### config.mk
export PLATFORM = sky130hd
export DESIGN_NAME = adder_operand_sequencer
export DESIGN_NICKNAME = d
export VERILOG_FILES = /design/src/rtl/adder_io_pkg.sv /design/src/rtl/switch_settle_edge.sv /design/src/rtl/adder_operand_sequencer.sv
export SDC_FILE = /design/constraint.sdc
export NUM_CORES = 1
export LEC_CHECK = 0
export CORE_ASPECT_RATIO = 0.8
export CORE_UTILIZATION = 35
export DETAILED_ROUTE_END_ITERATION = 16
export GPL_ROUTABILITY_DRIVEN = 0
export PLACE_DENSITY = 0.62
export SYNTH_ARGS = -nofsm -noshare
export SYNTH_HDL_FRONTEND = slang
export SYNTH_SLANG_ARGS = --single-unit
### constraint.sdc
create_clock -name clk -period 2.1 [get_ports clk]
set_input_delay 0.42 -clock clk [delete_from_list [all_inputs] [get_ports clk]]
set_output_delay 0.42 -clock clk [all_outputs]
set_load 0.01 [all_outputs]
### src/rtl/adder_io_pkg.sv
// Shared types and constants for the adder operand input path.
package adder_io_pkg;

    typedef enum logic [1:0] {
        EMPTY   = 2'b00,
        HAVE_A  = 2'b01,
        PRESENT = 2'b10
    } seq_state_t;

    localparam int SYNC_STAGES = 2;

endpackage

### src/rtl/switch_settle_edge.sv
// One asynchronous switch bit: synchroniser, settle counter and a single-cycle
// event pulse once the level has been stable high for SETTLE_CYCLES cycles.
module switch_settle_edge
    import adder_io_pkg::*;
#(
    parameter int SETTLE_CYCLES = 4
) (
    input  logic clk,
    input  logic rst,
    input  logic i_sw,
    output logic o_sync_level,
    output logic o_evt_pulse
);

    localparam int CW = $clog2(SETTLE_CYCLES + 1);

    logic [SYNC_STAGES-1:0] r_sync;
    logic [SYNC_STAGES-1:0] r_fill;
    logic [CW-1:0]          r_cnt;
    logic                   r_armed;
    logic                   w_level;
    logic                   w_hit;

    assign w_level = r_sync[SYNC_STAGES-1];

    // Pulse on the edge where the counter reaches SETTLE_CYCLES, so the consumer
    // acts on that same edge.
    assign w_hit = w_level && r_armed && (r_cnt == CW'(SETTLE_CYCLES - 1));

    assign o_sync_level = w_level;
    assign o_evt_pulse  = w_hit;

    always_ff @(posedge clk) begin
        if (rst) begin
            r_sync  <= '0;
            r_fill  <= '0;
            r_cnt   <= '0;
            r_armed <= 1'b0;
        end else begin
            r_sync <= {r_sync[SYNC_STAGES-2:0], i_sw};
            r_fill <= {r_fill[SYNC_STAGES-2:0], 1'b1};
            if (!w_level) begin
                r_cnt <= '0;
                // A switch still held across reset must be seen low (with a
                // genuine synchronised sample) before it can fire again.
                if (r_fill[SYNC_STAGES-1]) begin
                    r_armed <= 1'b1;
                end
            end else if (r_cnt != CW'(SETTLE_CYCLES)) begin
                r_cnt <= r_cnt + 1'b1;
            end
        end
    end

endmodule

### src/rtl/adder_operand_sequencer.sv
// Captures operand A then B from one switch bank on settled load strobes and
// offers the pair to the adder stage with a valid/ready handshake.
module adder_operand_sequencer
    import adder_io_pkg::*;
#(
    parameter int WIDTH         = 8,
    parameter int SETTLE_CYCLES = 4
) (
    input  logic             clk,
    input  logic             rst,
    input  logic [WIDTH-1:0] sw_data,
    input  logic             sw_load,
    input  logic             sw_clear,
    output logic [WIDTH-1:0] a_out,
    output logic [WIDTH-1:0] b_out,
    output logic             out_valid,
    input  logic             out_ready,
    output logic [1:0]       state_dbg,
    output logic             overrun
);

    logic [SYNC_STAGES-1:0][WIDTH-1:0] r_data_sync;
    logic [SYNC_STAGES-1:0]            r_clr_sync;
    logic [WIDTH-1:0]                  r_a;
    logic [WIDTH-1:0]                  r_b;
    logic                              r_valid;
    logic                              r_ovr;
    seq_state_t                        r_state;

    logic             w_load_level;
    logic             w_load_evt;
    logic             w_clear;
    logic             w_xfer;
    logic [WIDTH-1:0] w_data;

    switch_settle_edge #(
        .SETTLE_CYCLES (SETTLE_CYCLES)
    ) u_load (
        .clk          (clk),
        .rst          (rst),
        .i_sw         (sw_load),
        .o_sync_level (w_load_level),
        .o_evt_pulse  (w_load_evt)
    );

    always_ff @(posedge clk) begin
        if (rst) begin
            r_data_sync <= '0;
            r_clr_sync  <= '0;
        end else begin
            r_data_sync <= {r_data_sync[SYNC_STAGES-2:0], sw_data};
            r_clr_sync  <= {r_clr_sync[SYNC_STAGES-2:0], sw_clear};
        end
    end

    assign w_data  = r_data_sync[SYNC_STAGES-1];
    assign w_clear = r_clr_sync[SYNC_STAGES-1];
    assign w_xfer  = r_valid && out_ready;

    // Priority: reset, clear, transfer, load.
    always_ff @(posedge clk) begin
        if (rst) begin
            r_state <= EMPTY;
            r_a     <= '0;
            r_b     <= '0;
            r_valid <= 1'b0;
            r_ovr   <= 1'b0;
        end else if (w_clear) begin
            r_state <= EMPTY;
            r_a     <= '0;
            r_b     <= '0;
            r_valid <= 1'b0;
            r_ovr   <= 1'b0;
        end else begin
            case (r_state)
                EMPTY: begin
                    if (w_load_evt) begin
                        r_a     <= w_data;
                        r_state <= HAVE_A;
                    end
                end
                HAVE_A: begin
                    if (w_load_evt) begin
                        r_b     <= w_data;
                        r_state <= PRESENT;
                        r_valid <= 1'b1;
                    end
                end
                PRESENT: begin
                    // A load here is always dropped, even when it coincides
                    // with the transfer that frees the pair.
                    if (w_load_evt) begin
                        r_ovr <= 1'b1;
                    end
                    if (w_xfer) begin
                        r_state <= EMPTY;
                        r_valid <= 1'b0;
                    end
                end
                default: begin
                    r_state <= EMPTY;
                    r_valid <= 1'b0;
                end
            endcase
        end
    end

    assign a_out     = r_a;
    assign b_out     = r_b;
    assign out_valid = r_valid;
    assign overrun   = r_ovr;
    assign state_dbg = r_state;

    logic w_unused;
    assign w_unused = w_load_level;

endmodule
======== Word-level counts from Yosys, hierarchy flattened ========
Cells that the tools add are included.
cells by class
  add/subtract/negate cells ............... 1
  eq/ne operators ......................... 7
  muxes and demuxes ....................... 8
  bitwise gates (word level) .............. 2
  reduce and logical (&&, ||, !) cells .... 12
operator list
  cell                                           number
  AND reduction 2 bit                            4
  2-to-1 mux 2 bit                               3
  case mux 2 bit (3 select lines)                1
  AND reduction 3 bit                            2
  != test 2 x 1 -> 1 bit, second input constant  2
  OR reduction 2 bit                             2
  adder 3 x 1 -> 3 bit, second input constant    1
  == test 3 x 2 -> 1 bit, second input constant  1
  logical AND 1 bit                              3
  2-to-1 mux 1 bit                               3
  != test 3 bit, second input constant           1
  case mux 1 bit (3 select lines)                1
  == test 2 x 1 -> 1 bit, second input constant  1
  == test 2 bit, second input constant           1
  logical NOT 2 bit                              1
  != test 2 bit, second input constant           1
  inverter 1 bit                                 2
word-level totals
  register bits ........................... 46
  bits of input ports ..................... 13
  output and inout port bits .............. 20

======== Longest topological paths before layout ========
  word-level depth ........................ 4
  gate-level depth with buffers ........... 6

======== Cells and area by module ========
A second synthesis with hierarchy kept.
second synthesis, totals
  cells, all modules ...................... 148
  area, all modules ....................... 1539.0 um^2
modules (own cells, without submodules)
  module                   times used  cells each  area each (um^2)  seq. area each (um^2)
  adder_operand_sequencer  1           118         1231.2            760.7
  switch_settle_edge       1           30          307.8             160.2

======== Worst setup path before layout ========
Ideal clock, no wire load.
  kind .................................... flip-flop to flip-flop
  from .................................... reg u_load.r_cnt[0]
  to ...................................... reg r_b[0], in the netlist b_out[0]
  arrival time ............................ 1.399 ns
  path slack .............................. 0.582 ns
  cell stages (with the launch flop) ...... 7
  clock period less this slack ............ 1.518 ns
  cells stage by stage .................... dfxtp_1 -> ha_1 -> ha_1 -> nand3_2 -> or3b_1 -> buf_6 -> mux2i_1
on the way
  word-level cells in the longest chain between the ends .. 3
RTL lines
  what                                  line                           text
  start, declared                       switch_settle_edge.sv:19       logic [CW-1:0] r_cnt;
  start signal, assigned                switch_settle_edge.sv:50       r_cnt <= r_cnt + 1'b1;
  == test 3 x 2 -> 1 bit                switch_settle_edge.sv:28       assign w_hit = w_level && r_armed && (r_cnt == CW'(SETTLE_CYCLES - 1));
  logical AND 1 bit                     switch_settle_edge.sv:28
  AND reduction 2 bit (no source line)  n/a
  end signal, assigned                  adder_operand_sequencer.sv:84  r_b <= w_data;
  end, declared                         adder_operand_sequencer.sv:25  logic [WIDTH-1:0] r_b;
No other way between the ends.
A chain may end at the register's enable or synchronous reset.

======== Final worst setup path ========
  from .................................... reg r_state[0], in the netlist state_dbg[0]
  to ...................................... out state_dbg[0]
RTL lines
  what                    line                           text
  start, declared         adder_operand_sequencer.sv:28  seq_state_t r_state;
  start signal, assigned  adder_operand_sequencer.sv:63  r_state <= EMPTY;
  start signal, assigned  adder_operand_sequencer.sv:69  r_state <= EMPTY;
  start signal, assigned  adder_operand_sequencer.sv:79  r_state <= HAVE_A;
  end, declared           adder_operand_sequencer.sv:18  output logic [1:0] state_dbg,
No word-level cell between the ends.

==> impl_table.tex <==
\begin{tabular}{lr}
\hline
Metric & Value \\
\hline
\multicolumn{2}{l}{\textbf{Place}} \\
Placement Setup Slack & 326 ps \\
Port Buffer Count & 32 \\
Post-DP HPWL & 1780 um \\
Post-detailed-placement cell area & 1920 um2 \\
\multicolumn{2}{l}{\textbf{Power}} \\
Share of power burned in the clock network & 40.1\% \\
Net switching power & 299 uW \\
Internal power contribution & 1310 uW \\
Static Leak & 0.000780 uW \\
Gate power share & 3.9\% \\
Net switching fraction of the power & 18.6\% \\
Register share of total power & 55.9\% \\
Power density over the cells & 793 nW/um2 \\
VDD IR-drop max & 373 uV \\
\multicolumn{2}{l}{\textbf{Final layout}} \\
Commonest cells after routing, fill and taps aside & sky130\_fd\_sc\_hd\_\_dfxtp\_1, sky130\_fd\_sc\_hd\_\_clkdlybuf4s50\_1, sky130\_fd\_sc\_hd\_\_nand2\_1 \\
Number of inserted diodes & 0 \\
Syn-to-layout area delta & 31.9\% \\
Total Nets Final & 197 \\
Proportion of layout cells with a drive suffix above 1 & 6.63\% \\
Finished layout cell area & 2030 um2 \\
Most frequent standard cell in the layout excluding fill and tap cells & sky130\_fd\_sc\_hd\_\_dfxtp\_1 \\
\multicolumn{2}{l}{\textbf{Worst setup path}} \\
Crit start category & flip-flop \\
Worst Setup End Kind & output port \\
Number of buffer and inverter instances along the worst setup path & 1 \\
CP Cell Sequence & clkdlybuf4s50\_1 \\
CP top delay family & buffers and inverters \\
Max FO, Critical Path & 7 \\
Master of the slowest instance on the critical path & sky130\_fd\_sc\_hd\_\_clkdlybuf4s50\_1 \\
Data required time of the worst path & 1680 ps \\
WP data arrival & 1390 ps \\
Crit Path Category & reg2out \\
Largest stage delay on the critical path & 600 ps \\
\multicolumn{2}{l}{\textbf{Routing}} \\
Final routed wirelength across all metal layers & 2440 um \\
DRC violations left & 0 \\
Antenna violation net count after detailed routing & 0 \\
WL/cell & 10.2 um \\
First-pass iteration count of the detailed router & 4 \\
Vias after detailed routing & 984 \\
First-iteration detailed-routing DRC count & 25 \\
Detail-routed via count per cell & 4.13 \\
\multicolumn{2}{l}{\textbf{Global routing}} \\
All-Layer GR Usage & 11.5\% \\
Number of antenna violations at the first check in global routing & 0 \\
First-pass GRT wire length & 4010 um \\
Vias in the first global route & 860 \\
Overall overflow remaining after global route & 0 \\
Largest net degree at the start of global routing & 26 \\
\multicolumn{2}{l}{\textbf{Synth}} \\
Post-synthesis register bit count & 46 \\
Average instance area after synthesis & 10.6 um2 \\
Number of warning messages in the yosys log & 0 \\
Syn Std Cell Area & 1540 um2 \\
Part of the Yosys area used for sequential elements & 59.9\% \\
Number of instances in the synthesized netlist & 145 \\
Fraction of registers with async set or reset after synthesis & 0\% \\
Number of enable flip-flop cells after synthesis & 0 \\
Number of distinct standard cells referenced by the synthesized netlist & 22 \\
Commonest register cell after synthesis & sky130\_fd\_sc\_hd\_\_dfxtp\_1 \\
Synth Net Count & 161 \\
\multicolumn{2}{l}{\textbf{CTS}} \\
\# Post-CTS Setup Buffers & 0 \\
Cts bufs inserted & 5 \\
Clock H-tree levels & 2 \\
CTS tree & done \\
CTS hold repair buffers & 0 \\
Number of resized instances in the post-cts repair step & 0 \\
Clock latency on the worst-skew pair & 290 ps \\
Count of clock tree sinks & 46 \\
Clock root cell & sky130\_fd\_sc\_hd\_\_clkbuf\_8 \\
Clock input transition at the sequential cells of the worst setup and hold paths & 80 ps \\
Buffer depth of the longest clock path & 2 \\
\multicolumn{2}{l}{\textbf{Timing}} \\
Setup TNS & 0 ps \\
Slew HR & 65.7\% \\
Hold Violations, Final & 0 \\
Max-slew violation total from the final report & 0 \\
Transition time of the tightest slew-check pin & 513 ps \\
Tightest hold margin & 440 ps \\
Final setup margin & 289 ps \\
Total of endpoints with negative setup slack in the final report & 0 \\
Setup repair after global routing missed its margin & no \\
Share of the clock period used by the worst path after layout & 86.2\% \\
Final min period & 1810 ps \\
Worst clock skew & 5.19 ps \\
Fmax & 0.552 GHz \\
\multicolumn{2}{l}{\textbf{Floorplan}} \\
Initial Util & 36.6\% \\
Core region area & 4200 um2 \\
Cell row count & 21 \\
Number of top-level pins & 33 \\
Die Width & 76.1 um \\
Die Height & 61.3 um \\
Area of the die & 4660 um2 \\
\multicolumn{2}{l}{\textbf{Outcome}} \\
Run status & finished, final reports clean \\
\multicolumn{2}{l}{\textbf{Worst hold path}} \\
Classification of the worst-slack hold path & reg2reg \\
\multicolumn{2}{l}{\textbf{Run}} \\
Number of max-cap violations & 0 \\
\hline
\end{tabular}
==> metal layers <==
layer	vias to the layer above	routed length, um	global-route usage, %
met4	0	0	3.30
met2	32	1020	16.6
met1	421	1260	15.1
li1	531	-	-
met3	0	150	5.93
met5	-	0	0
==> metrics by stage <==
stage | instances | utilization (%) | total power [uW]
floorplan | 145 | - | 951
global placement | 231 | 45.6 | 982
detailed placement | 231 | 45.6 | 984
CTS | 238 | 48.2 | 1630
global route | 238 | 48.2 | 1680
finish | 238 | 48.2 | 1610
==> worst reg2reg max path: cells and delay by family, from the launching register on <==
family	cells	cell delay [ps]
adders and majority gates	2	330
DFF	1	380
and+or+nand+nor	2	740
muxes	1	200
==> final cells by class <==
cell class,instances,area [um2]
flip-flops and latches,46,921
multi-input cells,88,566
repair buffers,34,335
well taps,57,71.3
clock inverters,1,30.0
inverters,6,22.5
clock buffers,6,82.6
fillers,395,2180
==> cells in the mapped netlist (all sizes together) (2+ instances only) <==
| cell | n | area, um2 |
|---|---|---|
| a21oi | 5 | 25.0 |
| buf | 3 | 21.3 |
| nor3 | 3 | 26.3 |
| clkbuf | 2 | 7.51 |
| ha | 3 | 37.5 |
| dfxtp | 46 | 921 |
| inv | 6 | 22.5 |
| nand3 | 2 | 15.0 |
| nand2 | 27 | 101 |
| mux2i | 16 | 160 |
| nor2b | 21 | 131 |
| nor2 | 4 | 15.0 |
==> flip-flops by register name (all words and copies together), names as in the netlist <==
register	flops
u_load.r_fill	2
u_load.r_armed	1
u_load.r_sync	2
a_out	8
w_data	8
r_clr_sync	2
u_load.r_cnt	3
overrun	1
r_data_sync	8
state_dbg	2
out_valid	1
b_out	8
==> path summary, 6_finish.rpt <==
check	from	end	slack [ps]	cells after the start
worst min-delay path	u_load.r_sync[0]$_SDFF_PP0_	u_load.r_sync[1]$_SDFF_PP0_	440	1
worst min register to register	u_load.r_sync[0]$_SDFF_PP0_	u_load.r_sync[1]$_SDFF_PP0_	440	1
worst max-delay path	state_dbg[0]$_SDFFE_PP0P_	state_dbg[0]	290	1
worst max register to register	u_load.r_cnt[0]$_SDFFE_PP0P_	b_out[2]$_SDFFE_PP0P_	310	5
==> cell families (layout without fill, tap and decap cells) <==
kind of cell,Yosys count,after routing,synth area share [%]
and+or+nand+nor,59,59,19.8
DFF,46,46,59.9
muxes,16,16,10.4
buffers and inverters,11,47,3.34
AOI/OAI and AO/OA,8,8,3.01
adders and majority gates,3,3,2.44
xor gates and xnor gates,2,2,1.14
==> power groups by stage <==
stage / clock network [uW] / logic [uW] / registers [uW]
detailed placement: 0 / 64.4 / 920
floorplan: 0 / 33.2 / 918
global route: 703 / 71.6 / 901
global placement: 0 / 62.5 / 920
CTS: 668 / 64.6 / 899
finish: 645 / 63.5 / 899
No activity file was read; power rests on OpenSTA's default activity.
